--- config.mk ---
export PLATFORM = sky130hd
export DESIGN_NAME = bus_arbiter_flat
export DESIGN_NICKNAME = d
export VERILOG_FILES = /design/src/rtl/bus_arbiter_pkg.sv /design/src/rtl/bus_arbiter_if.sv /design/src/rtl/bus_arbiter_rr_arb2.sv /design/src/rtl/bus_arbiter.sv /design/src/flat_wrapper.sv
export SDC_FILE = /design/constraint.sdc
export NUM_CORES = 1
export LEC_CHECK = 0
export ABC_AREA = 1
export ABC_CLOCK_PERIOD_IN_PS = 2500
export CORE_AREA = 2 2 118 120
export CTS_BUF_LIST = sky130_fd_sc_hd__clkbuf_4
export CTS_CLUSTER_DIAMETER = 60
export DETAILED_ROUTE_END_ITERATION = 16
export DIE_AREA = 0 0 120 122
export GPL_TIMING_DRIVEN = 0
export MAX_ROUTING_LAYER = met4
export PLACE_DENSITY = 0.52
export SLEW_MARGIN = 10
export SYNTH_ARGS = -nofsm -noshare
export SYNTH_HDL_FRONTEND = slang
export SYNTH_SLANG_ARGS = --single-unit
--- constraint.sdc ---
create_clock -name clk -period 2.5 [get_ports clk]
set_input_delay 0.375 -clock clk [delete_from_list [all_inputs] [get_ports clk]]
set_output_delay 0.375 -clock clk [all_outputs]
set_load 0.05 [all_outputs]
--- src/rtl/bus_arbiter_pkg.sv ---
// Shared definitions for the two-master memory bus arbiter: FSM state
// encodings, arbitration mode selectors, default read latency.
package bus_arbiter_pkg;

    localparam int ARB_RR     = 0;
    localparam int ARB_FIXED  = 1;
    localparam int ARB_RD_LAT = 1;

    typedef enum logic {
        ARB_IDLE    = 1'b0,
        ARB_RD_WAIT = 1'b1
    } arbState_e;

    function automatic logic [1:0] oneHot2(input logic idx);
        return idx ? 2'b10 : 2'b01;
    endfunction

endpackage

--- src/rtl/bus_arbiter_if.sv ---
// Bundle of both master request/response ports and the single upstream
// mem_bus port; the arbiter takes the slave view, the environment the master view.
interface bus_arbiter_if;

    logic [31:0] m0_addr_i;
    logic        m0_rstrb_i;
    logic [3:0]  m0_wmask_i;
    logic [31:0] m0_wdata_i;
    logic        m0_gnt_o;
    logic        m0_rvalid_o;
    logic [31:0] m0_rdata_o;

    logic [31:0] m1_addr_i;
    logic        m1_rstrb_i;
    logic [3:0]  m1_wmask_i;
    logic [31:0] m1_wdata_i;
    logic        m1_gnt_o;
    logic        m1_rvalid_o;
    logic [31:0] m1_rdata_o;

    logic [31:0] s_addr_o;
    logic        s_rstrb_o;
    logic [3:0]  s_wmask_o;
    logic [31:0] s_wdata_o;
    logic [31:0] s_rdata_i;

    modport slave (
        input  m0_addr_i, m0_rstrb_i, m0_wmask_i, m0_wdata_i,
        output m0_gnt_o, m0_rvalid_o, m0_rdata_o,
        input  m1_addr_i, m1_rstrb_i, m1_wmask_i, m1_wdata_i,
        output m1_gnt_o, m1_rvalid_o, m1_rdata_o,
        output s_addr_o, s_rstrb_o, s_wmask_o, s_wdata_o,
        input  s_rdata_i
    );

    modport master (
        output m0_addr_i, m0_rstrb_i, m0_wmask_i, m0_wdata_i,
        input  m0_gnt_o, m0_rvalid_o, m0_rdata_o,
        output m1_addr_i, m1_rstrb_i, m1_wmask_i, m1_wdata_i,
        input  m1_gnt_o, m1_rvalid_o, m1_rdata_o,
        input  s_addr_o, s_rstrb_o, s_wmask_o, s_wdata_o,
        output s_rdata_i
    );

endinterface

--- src/rtl/bus_arbiter_rr_arb2.sv ---
// Two-way grant logic: round-robin on a 1-bit last-winner register, or
// fixed priority with master 0 winning.
module rr_arb2
    import bus_arbiter_pkg::*;
#(
    parameter int ARB_MODE = ARB_RR
) (
    input  logic       clk,
    input  logic       rst,
    input  logic [1:0] req_i,
    input  logic       en_i,
    output logic [1:0] gnt_o,
    output logic       winner_o
);

    logic last_q;
    logic last_d;
    logic winner;
    logic anyGnt;

    always_comb begin
        winner = 1'b0;
        if (req_i == 2'b11) begin
            winner = (ARB_MODE == ARB_FIXED) ? 1'b0 : ~last_q;
        end else begin
            winner = req_i[1];
        end
        anyGnt = en_i && (req_i != 2'b00);
        gnt_o  = anyGnt ? oneHot2(winner) : 2'b00;
        last_d = anyGnt ? winner : last_q;
    end

    // Reset to master 1 so that master 0 wins the first contested cycle.
    always_ff @(posedge clk) begin
        if (rst) begin
            last_q <= 1'b1;
        end else begin
            last_q <= last_d;
        end
    end

    assign winner_o = winner;

endmodule

--- src/rtl/bus_arbiter.sv ---
// Two-master arbiter/sequencer for mem_bus: one transfer per grant, writes
// finish in the grant cycle, reads return RD_LAT (1..15) cycles later.
module bus_arbiter
    import bus_arbiter_pkg::*;
#(
    parameter int RD_LAT   = ARB_RD_LAT,
    parameter int ARB_MODE = ARB_RR
) (
    input  logic          clk,
    input  logic          rst,
    bus_arbiter_if.slave  bus
);

    localparam logic [3:0] LAT_M1 = 4'(RD_LAT - 1);

    arbState_e   state_q, state_d;
    logic [3:0]  cnt_q, cnt_d;
    logic        owner_q, owner_d;
    logic [1:0]  rvalid_q, rvalid_d;

    logic [1:0]  req;
    logic [1:0]  gnt;
    logic        winner;
    logic        eligible;
    logic        readGnt;

    logic [31:0] sAddr;
    logic        sRstrb;
    logic [3:0]  sWmask;
    logic [31:0] sWdata;

    assign req[0] = bus.m0_rstrb_i | (|bus.m0_wmask_i);
    assign req[1] = bus.m1_rstrb_i | (|bus.m1_wmask_i);

    // The read-completion cycle is also a grant cycle, so reads pipeline back to back.
    assign eligible = !rst && ((state_q == ARB_IDLE) || (cnt_q == 4'd0));

    rr_arb2 #(
        .ARB_MODE (ARB_MODE)
    ) uArb (
        .clk      (clk),
        .rst      (rst),
        .req_i    (req),
        .en_i     (eligible),
        .gnt_o    (gnt),
        .winner_o (winner)
    );

    // A request carrying both rstrb and a write mask is forwarded as a write only.
    always_comb begin
        sAddr  = 32'd0;
        sRstrb = 1'b0;
        sWmask = 4'd0;
        sWdata = 32'd0;
        if (gnt[0]) begin
            sAddr  = bus.m0_addr_i;
            sRstrb = bus.m0_rstrb_i && (bus.m0_wmask_i == 4'd0);
            sWmask = bus.m0_wmask_i;
            sWdata = bus.m0_wdata_i;
        end else if (gnt[1]) begin
            sAddr  = bus.m1_addr_i;
            sRstrb = bus.m1_rstrb_i && (bus.m1_wmask_i == 4'd0);
            sWmask = bus.m1_wmask_i;
            sWdata = bus.m1_wdata_i;
        end
    end

    assign readGnt = sRstrb;

    // rvalid is registered one cycle ahead of the completion cycle it marks.
    always_comb begin
        state_d  = state_q;
        cnt_d    = cnt_q;
        owner_d  = owner_q;
        rvalid_d = 2'b00;
        case (state_q)
            ARB_IDLE: begin
                state_d = ARB_IDLE;
            end
            ARB_RD_WAIT: begin
                if (cnt_q != 4'd0) begin
                    cnt_d = cnt_q - 4'd1;
                    if (cnt_q == 4'd1) begin
                        rvalid_d = oneHot2(owner_q);
                    end
                end else begin
                    state_d = ARB_IDLE;
                end
            end
            default: begin
                state_d = ARB_IDLE;
            end
        endcase
        if (readGnt) begin
            state_d = ARB_RD_WAIT;
            cnt_d   = LAT_M1;
            owner_d = winner;
            if (LAT_M1 == 4'd0) begin
                rvalid_d = oneHot2(winner);
            end
        end
    end

    always_ff @(posedge clk) begin
        if (rst) begin
            state_q  <= ARB_IDLE;
            cnt_q    <= 4'd0;
            owner_q  <= 1'b0;
            rvalid_q <= 2'b00;
        end else begin
            state_q  <= state_d;
            cnt_q    <= cnt_d;
            owner_q  <= owner_d;
            rvalid_q <= rvalid_d;
        end
    end

    assign bus.m0_gnt_o    = gnt[0];
    assign bus.m1_gnt_o    = gnt[1];
    assign bus.m0_rvalid_o = rvalid_q[0];
    assign bus.m1_rvalid_o = rvalid_q[1];
    assign bus.m0_rdata_o  = bus.s_rdata_i;
    assign bus.m1_rdata_o  = bus.s_rdata_i;
    assign bus.s_addr_o    = sAddr;
    assign bus.s_rstrb_o   = sRstrb;
    assign bus.s_wmask_o   = sWmask;
    assign bus.s_wdata_o   = sWdata;

endmodule

--- src/flat_wrapper.sv ---
// flat-port wrapper written by rule: the top's interface ports become plain ports
module bus_arbiter_flat import bus_arbiter_pkg::*;
#(
    parameter int RD_LAT   = ARB_RD_LAT,
    parameter int ARB_MODE = ARB_RR
)
  (clk, rst, bus_m0_addr_i, bus_m0_rstrb_i, bus_m0_wmask_i, bus_m0_wdata_i, bus_m0_gnt_o, bus_m0_rvalid_o, bus_m0_rdata_o, bus_m1_addr_i, bus_m1_rstrb_i, bus_m1_wmask_i, bus_m1_wdata_i, bus_m1_gnt_o, bus_m1_rvalid_o, bus_m1_rdata_o, bus_s_addr_o, bus_s_rstrb_o, bus_s_wmask_o, bus_s_wdata_o, bus_s_rdata_i);
  bus_arbiter_if bus_i ();
  input  logic clk;
  input  logic rst;
  input wire logic [$bits(bus_i.m0_addr_i)-1:0] bus_m0_addr_i;
  input wire logic [$bits(bus_i.m0_rstrb_i)-1:0] bus_m0_rstrb_i;
  input wire logic [$bits(bus_i.m0_wmask_i)-1:0] bus_m0_wmask_i;
  input wire logic [$bits(bus_i.m0_wdata_i)-1:0] bus_m0_wdata_i;
  output wire logic [$bits(bus_i.m0_gnt_o)-1:0] bus_m0_gnt_o;
  output wire logic [$bits(bus_i.m0_rvalid_o)-1:0] bus_m0_rvalid_o;
  output wire logic [$bits(bus_i.m0_rdata_o)-1:0] bus_m0_rdata_o;
  input wire logic [$bits(bus_i.m1_addr_i)-1:0] bus_m1_addr_i;
  input wire logic [$bits(bus_i.m1_rstrb_i)-1:0] bus_m1_rstrb_i;
  input wire logic [$bits(bus_i.m1_wmask_i)-1:0] bus_m1_wmask_i;
  input wire logic [$bits(bus_i.m1_wdata_i)-1:0] bus_m1_wdata_i;
  output wire logic [$bits(bus_i.m1_gnt_o)-1:0] bus_m1_gnt_o;
  output wire logic [$bits(bus_i.m1_rvalid_o)-1:0] bus_m1_rvalid_o;
  output wire logic [$bits(bus_i.m1_rdata_o)-1:0] bus_m1_rdata_o;
  output wire logic [$bits(bus_i.s_addr_o)-1:0] bus_s_addr_o;
  output wire logic [$bits(bus_i.s_rstrb_o)-1:0] bus_s_rstrb_o;
  output wire logic [$bits(bus_i.s_wmask_o)-1:0] bus_s_wmask_o;
  output wire logic [$bits(bus_i.s_wdata_o)-1:0] bus_s_wdata_o;
  input wire logic [$bits(bus_i.s_rdata_i)-1:0] bus_s_rdata_i;
  assign bus_i.m0_addr_i = bus_m0_addr_i;
  assign bus_i.m0_rstrb_i = bus_m0_rstrb_i;
  assign bus_i.m0_wmask_i = bus_m0_wmask_i;
  assign bus_i.m0_wdata_i = bus_m0_wdata_i;
  assign bus_m0_gnt_o = bus_i.m0_gnt_o;
  assign bus_m0_rvalid_o = bus_i.m0_rvalid_o;
  assign bus_m0_rdata_o = bus_i.m0_rdata_o;
  assign bus_i.m1_addr_i = bus_m1_addr_i;
  assign bus_i.m1_rstrb_i = bus_m1_rstrb_i;
  assign bus_i.m1_wmask_i = bus_m1_wmask_i;
  assign bus_i.m1_wdata_i = bus_m1_wdata_i;
  assign bus_m1_gnt_o = bus_i.m1_gnt_o;
  assign bus_m1_rvalid_o = bus_i.m1_rvalid_o;
  assign bus_m1_rdata_o = bus_i.m1_rdata_o;
  assign bus_s_addr_o = bus_i.s_addr_o;
  assign bus_s_rstrb_o = bus_i.s_rstrb_o;
  assign bus_s_wmask_o = bus_i.s_wmask_o;
  assign bus_s_wdata_o = bus_i.s_wdata_o;
  assign bus_i.s_rdata_i = bus_s_rdata_i;
  bus_arbiter #(.RD_LAT(RD_LAT), .ARB_MODE(ARB_MODE)) u_core (.clk(clk), .rst(rst), .bus(bus_i));
endmodule
# == Yosys cells after proc, flatten, opt, wreduce, memory -nomap -nowiden ==
# Cells that the tools add are included.
# classes
order_cmp,0
multipliers,0
n_reduce_logical,15
addsub,1
n_mux,19
n_eq_ne,2
n_bitwise,4
n_div,0
n_shift,0
# ops
cell,count
32-bit two-way mux,4
2-bit two-way mux,7
4-bit logical NOT,3
4-bit two-way mux,2
4-bit OR reduction,2
1-bit two-way mux,5
"4-bit by 1-bit == test with 1-bit output, second input constant",1
1-bit logical AND,4
4-bit nonzero test,1
"4-bit by 1-bit subtractor with 4-bit output, second input constant",1
"2-bit == test, second input constant",1
1-bit NOT,2
1-bit bitwise OR,2
1-bit one-hot mux with 2 select lines,1
2-bit AND reduction,1
2-bit nonzero test,1
2-bit OR reduction,1
1-bit logical NOT,1
1-bit logical OR,1
# totals
mem_count,0
in_bits,172
latch_bits,0
register_bits,9
mem_bits_ro,0
ram_bits,0

# == Logic depth before layout (Yosys ltp) ==
# Gate-level depths: netlist of the first run.
# logic_depth
depth_word,9
mapped_depth,12

# == Hierarchy ==
# From an unflattened synthesis of the first run, not the netlist that was laid out.
# hier_totals
cells_unflattened,371
area_unflattened_um2,2037.0
# by_module_without_submodules
module,area_each_um2,cells_per_inst,seq_area_each_um2,instances
bus_arbiter,1974.4,361,160.2,1
rr_arb2,62.6,10,20.0,1

# == Worst setup path before layout of the first run ==
# Ideal clock, no wire load.
# synth_path
kind,reg2out
start,register u_core.cnt_q[0]
end,output bus_s_wdata_o[22]
path_buffers,1
stages_incl_launch_ff,12
arrival_time_ns,1.807
setup_slack_ns,0.318
cell_sequence,dfxtp_1 > inv_1 > ha_1 > nand2_2 > nand2_4 > nand2_2 > nor2_2 > nand2_1 > inv_2 > buf_2 > nand2_1 > nand2_1
# synth_between
word_cells_on_any_way,7
# synth_rtl
item,line_no,rtl
"start, declared",bus_arbiter.sv:17,"logic [3:0] cnt_q, cnt_d;"
"start signal, assigned",bus_arbiter.sv:112,cnt_q <= cnt_d;
4-bit logical NOT,bus_arbiter.sv:36,assign eligible = !rst && ((state_q == ARB_IDLE) || (cnt_q == 4'd0));
1-bit logical OR,bus_arbiter.sv:36,
1-bit logical AND,bus_arbiter.sv:36,
1-bit logical AND,bus_arbiter_rr_arb2.sv:28,anyGnt = en_i && (req_i != 2'b00);
2-bit two-way mux,bus_arbiter_rr_arb2.sv:29,gnt_o = anyGnt ? oneHot2(winner) : 2'b00;
via bus_m0_gnt_o,flat_wrapper.sv:15,output wire logic [$bits(bus_i.m0_gnt_o)-1:0] bus_m0_gnt_o;
32-bit two-way mux,bus_arbiter.sv:55,if (gnt[0]) begin
"end, declared",flat_wrapper.sv:28,output wire logic [$bits(bus_i.s_wdata_o)-1:0] bus_s_wdata_o;
# The timed path passes the listed nets, and every way through them passes these cells.

# == Worst setup path in the final report of the first run ==
# layout_path
start,register u_core.cnt_q[0]
end,output bus_m1_gnt_o
# layout_between
elab_chain_len,5
# layout_rtl
item,line_no,rtl
4-bit logical NOT,bus_arbiter.sv:36,
1-bit logical OR,bus_arbiter.sv:36,
1-bit logical AND,bus_arbiter.sv:36,
1-bit logical AND,bus_arbiter_rr_arb2.sv:28,
2-bit two-way mux,bus_arbiter_rr_arb2.sv:29,
"end, declared",flat_wrapper.sv:22,output wire logic [$bits(bus_i.m1_gnt_o)-1:0] bus_m1_gnt_o;
# No other way between the ends.

==> results.md, run 1 <==
* Die area at 0.0146 mm²
* Critical Path Sink Type: output pin
* PwrDens at 330 mW/mm²
* Layout cell share with drive strength beyond 1 at slightly below 30%
* LEAKAGE at 2.49 nW
* Synth Instances at 354
* Crit path kind: reg -> out
* GR Overflow Total at 0
* Final ANT Viol Nets at 0
* Slew Viols, Final at 0
* Final Hold Viols at 0
* FILL cells at 1440
* Grt met3 use at around 2.3%
* M2 GR Usage at about a quarter
* Setup crit start: u_core.cnt_q[0]
* Cell Rows at 43
* Pin slew with the least headroom to its limit at 558 ps
* Most common cell after layout, fill and taps aside: nand2_1
* Mapped Area at 0.00186 mm²
* Routed wire length at approximately 11 mm
* DRT Pass-1 Iters at 4
* Ant diodes at 0
* Via density at 3.71
* Commonest non-fill, non-tap cells in the layout: 199 x nand2_1, 197 x clkdlybuf4s50_1, 92 x buf_4
* Seq/Total Area, Yosys at about a tenth
* Status: complete, no violations
* Max-cap violations at 0
* HP Class: reg -> reg
* Worst Setup EP: bus_m1_gnt_o
* Worst R2R Setup Slack at 980 ps
* Largest net degree at the start of global routing at 11
* Xor and xnor area share after synthesis at 1.41%
* Reg-to-Reg End: u_core.cnt_q[3]
* Post-synthesis simple-gate area fraction at roughly 52%
* CTS tree: done
* Clk Latency, worst-skew pair at 250 ps
* CP Data Required Time at 2120 ps
* F_max at 423 MHz
* Skew final at 3.24 ps
* Port Buf Inserts at 276
* Global-route wire length before repair at 14.7 mm
* Vias in the first global route at 2944
* Slew HR at 62.7%
* Layout Cell Area excl Fill at 0.00486 mm²
* Worst r2r src: u_core.cnt_q[0]
* Largest family of logic cells by synthesized area: simple AND/OR/NAND/NOR gates
* CTS Buf Count at 3
* Met1 Use GR at around 14%
* DRC viols at 0
* Buf/Inv on CP at 5
* Synthesized-area fraction occupied by adder cells at 1.34%
* Total vias in the final route at between 3k and 4k
* Syn Nets at 528
* Die Ht at 122 µm
* R2R depth at 9
* Critical Path AT at 1990 ps
* Post-synthesis cell type count at 20
* Initial core utilization at 13.8%
* Setup TNS at 0 ps
* RSZ-0062 raised after global routing: false
* Critical path's slowest cell: clkdlybuf4s18_2
* Startpoint types: register
* H-tree levels at 1
* Final worst path period share at 94.6%
* Max VDD drop at around 0.00012 V
* Minimum clock period at 2360 ps
* Wire per inst at ~13 µm
* DP HPWL at 9.05 mm
* CP top delay family: buffers and inverters
* Area grow syn2layout at 161%
* Clock sink count at 9
* CP peak stage delay at 390 ps
* Die span in x at 120 µm
* Post-synthesis compound-gate area fraction at under 10%
* Final core utilization at a little over a third
* # setup viols final at 0
* Clock-pin slew on the worst setup and hold paths at 60 ps
* Fin Hold WS at 507 ps
* Core area at 0.0135 mm²
* Total Routing Usage GR at about 13%
* Placed cell areas at 0.00485 mm²
* Mux contribution to synthesized area at 0%
* Register bit total from synthesis at 9
* Crit-path cells: inv_2, ha_2, nand2_2, nand2_4, nand2_2, inv_2, nand3_2, clkinv_4, buf_2, clkdlybuf4s18_2
* Pre-CTS setup slack at -705 ps
* GR peak layer: met2
* CP Max Fanout at 10
* Ports at between 300 and 400
* Bufs on Longest Clock Path at 2
* Ys Warns at 0
* Syn Area/Cell at 5.27 µm²
* Root buffer cell: clkbuf_4
* GP Congestion at 0.742
* Final nets at 812
* Setup WS post-layout at 136 ps
* DRT iter0 DRCs at 47
* Antenna violations before repair at 0
* WP depth at 10
per-layer routing:
layer	up-vias	routed length, µm
met5	-	0
met4	0	29
met3	4	926
met2	161	5550
met1	1304	4040
li1	1566	-
state kept, by name, summed over array words and instances, names as in the netlist:
| name | count |
|---|---|
| u_core.state_q | 1 |
| u_core.uArb.last_q | 1 |
| u_core.owner_q | 1 |
| u_core.rvalid_q | 2 |
| u_core.cnt_q | 4 |
synthesized netlist by cell type:
cell type / number / area, µm²
nand2_1: 202 / 758
buf_2: 10 / 50.1
and2_1: 1 / 6.26
buf_4: 65 / 488
nand4_1: 4 / 25.0
buf_6: 2 / 22.5
nand3_1: 7 / 35.0
ha_1: 2 / 25.0
inv_2: 3 / 11.3
inv_1: 13 / 48.8
a21oi_1: 3 / 15.0
o21ai_0: 2 / 10.0
nor2_1: 11 / 41.3
nand2_2: 12 / 75.1
xor2_1: 3 / 26.3
nand2_4: 1 / 11.3
nor2_2: 2 / 12.5
nor3b_1: 1 / 7.51
buf_8: 1 / 15.0
dfxtp_1: 9 / 180
cell type report:
cell class                      instances  area [µm²]  area share (%)
Timing Repair Buffer                  279        2640            54.4
Multi-Input combinational cell        251        1100            22.6
Buffer                                 78         613            12.6
Tap cell                              180         225            4.64
Sequential cell                         9         180            3.71
Inverter                               16        70.1            1.44
Clock buffer                            4        30.0           0.618
per-stage QoR:
step,power (W),instances
finish,0.00160,817
global route,0.00168,817
CTS,0.00159,815
floorplan,0.000939,354
global placement,0.00151,810
detailed placement,0.00151,810
logic make-up (layout without fill, tap and decap cells):
family	after synthesis	after routing
AND/OR/NAND/NOR	241	241
buffers and inverters	94	377
flip-flops	9	9
AO/OA/AOI/OAI	5	5
XOR/XNOR	3	3
adder cells (fa/ha/maj)	2	2
what timing repair did:
action,4_1_cts,5_1_grt
endpoints found under the setup margin,71,71
hold buffers,0,0
buffers inserted,0,1
pin swaps,0,10
resized for setup,404,52
endpoints found under the hold margin,0,0
cloned,1,1
worst register-to-register path: stages (launching register included):
cell     delay [ps]
dfxtp_1         320
inv_2            80
ha_2            180
nand2_2          90
nand2_4          90
nand2_2          80
nor2_4          130
nand3_1         180
nand3_1         200
nor2_1           70
power by group:
part           switching [W]  internal [W]  total [W]
Clock              0.0000475     0.0000721   0.000120
Combinational       0.000803      0.000534    0.00134
Sequential        0.00000123      0.000145   0.000146
Total               0.000852      0.000751    0.00160
how the worst min path moves through the flow:
stage	depth (start not counted)	from	slack, ps	end
after CTS	2	u_core.uArb.last_q	490	u_core.uArb.last_q
after floorplan	1	rst	440	u_core.rvalid_q[0]
after global routing	2	u_core.uArb.last_q	530	u_core.uArb.last_q
after global placement	2	u_core.uArb.last_q	470	u_core.uArb.last_q
final	2	u_core.uArb.last_q	510	u_core.uArb.last_q
after detailed placement	2	u_core.uArb.last_q	480	u_core.uArb.last_q
No activity file was read; power rests on OpenSTA's default activity.
==> inputs of run 2 (changes only) <==
--- a/config.mk
+++ b/config.mk
@@ -12,6 +12,7 @@
 export CTS_CLUSTER_DIAMETER = 60
 export DETAILED_ROUTE_END_ITERATION = 16
 export DIE_AREA = 0 0 120 122
+export GPL_ROUTABILITY_DRIVEN = 1
 export GPL_TIMING_DRIVEN = 0
 export MAX_ROUTING_LAYER = met4
 export PLACE_DENSITY = 0.52
==> results of run 2 <==
The final DEF is identical to that of run 1; final timing and power are the same.
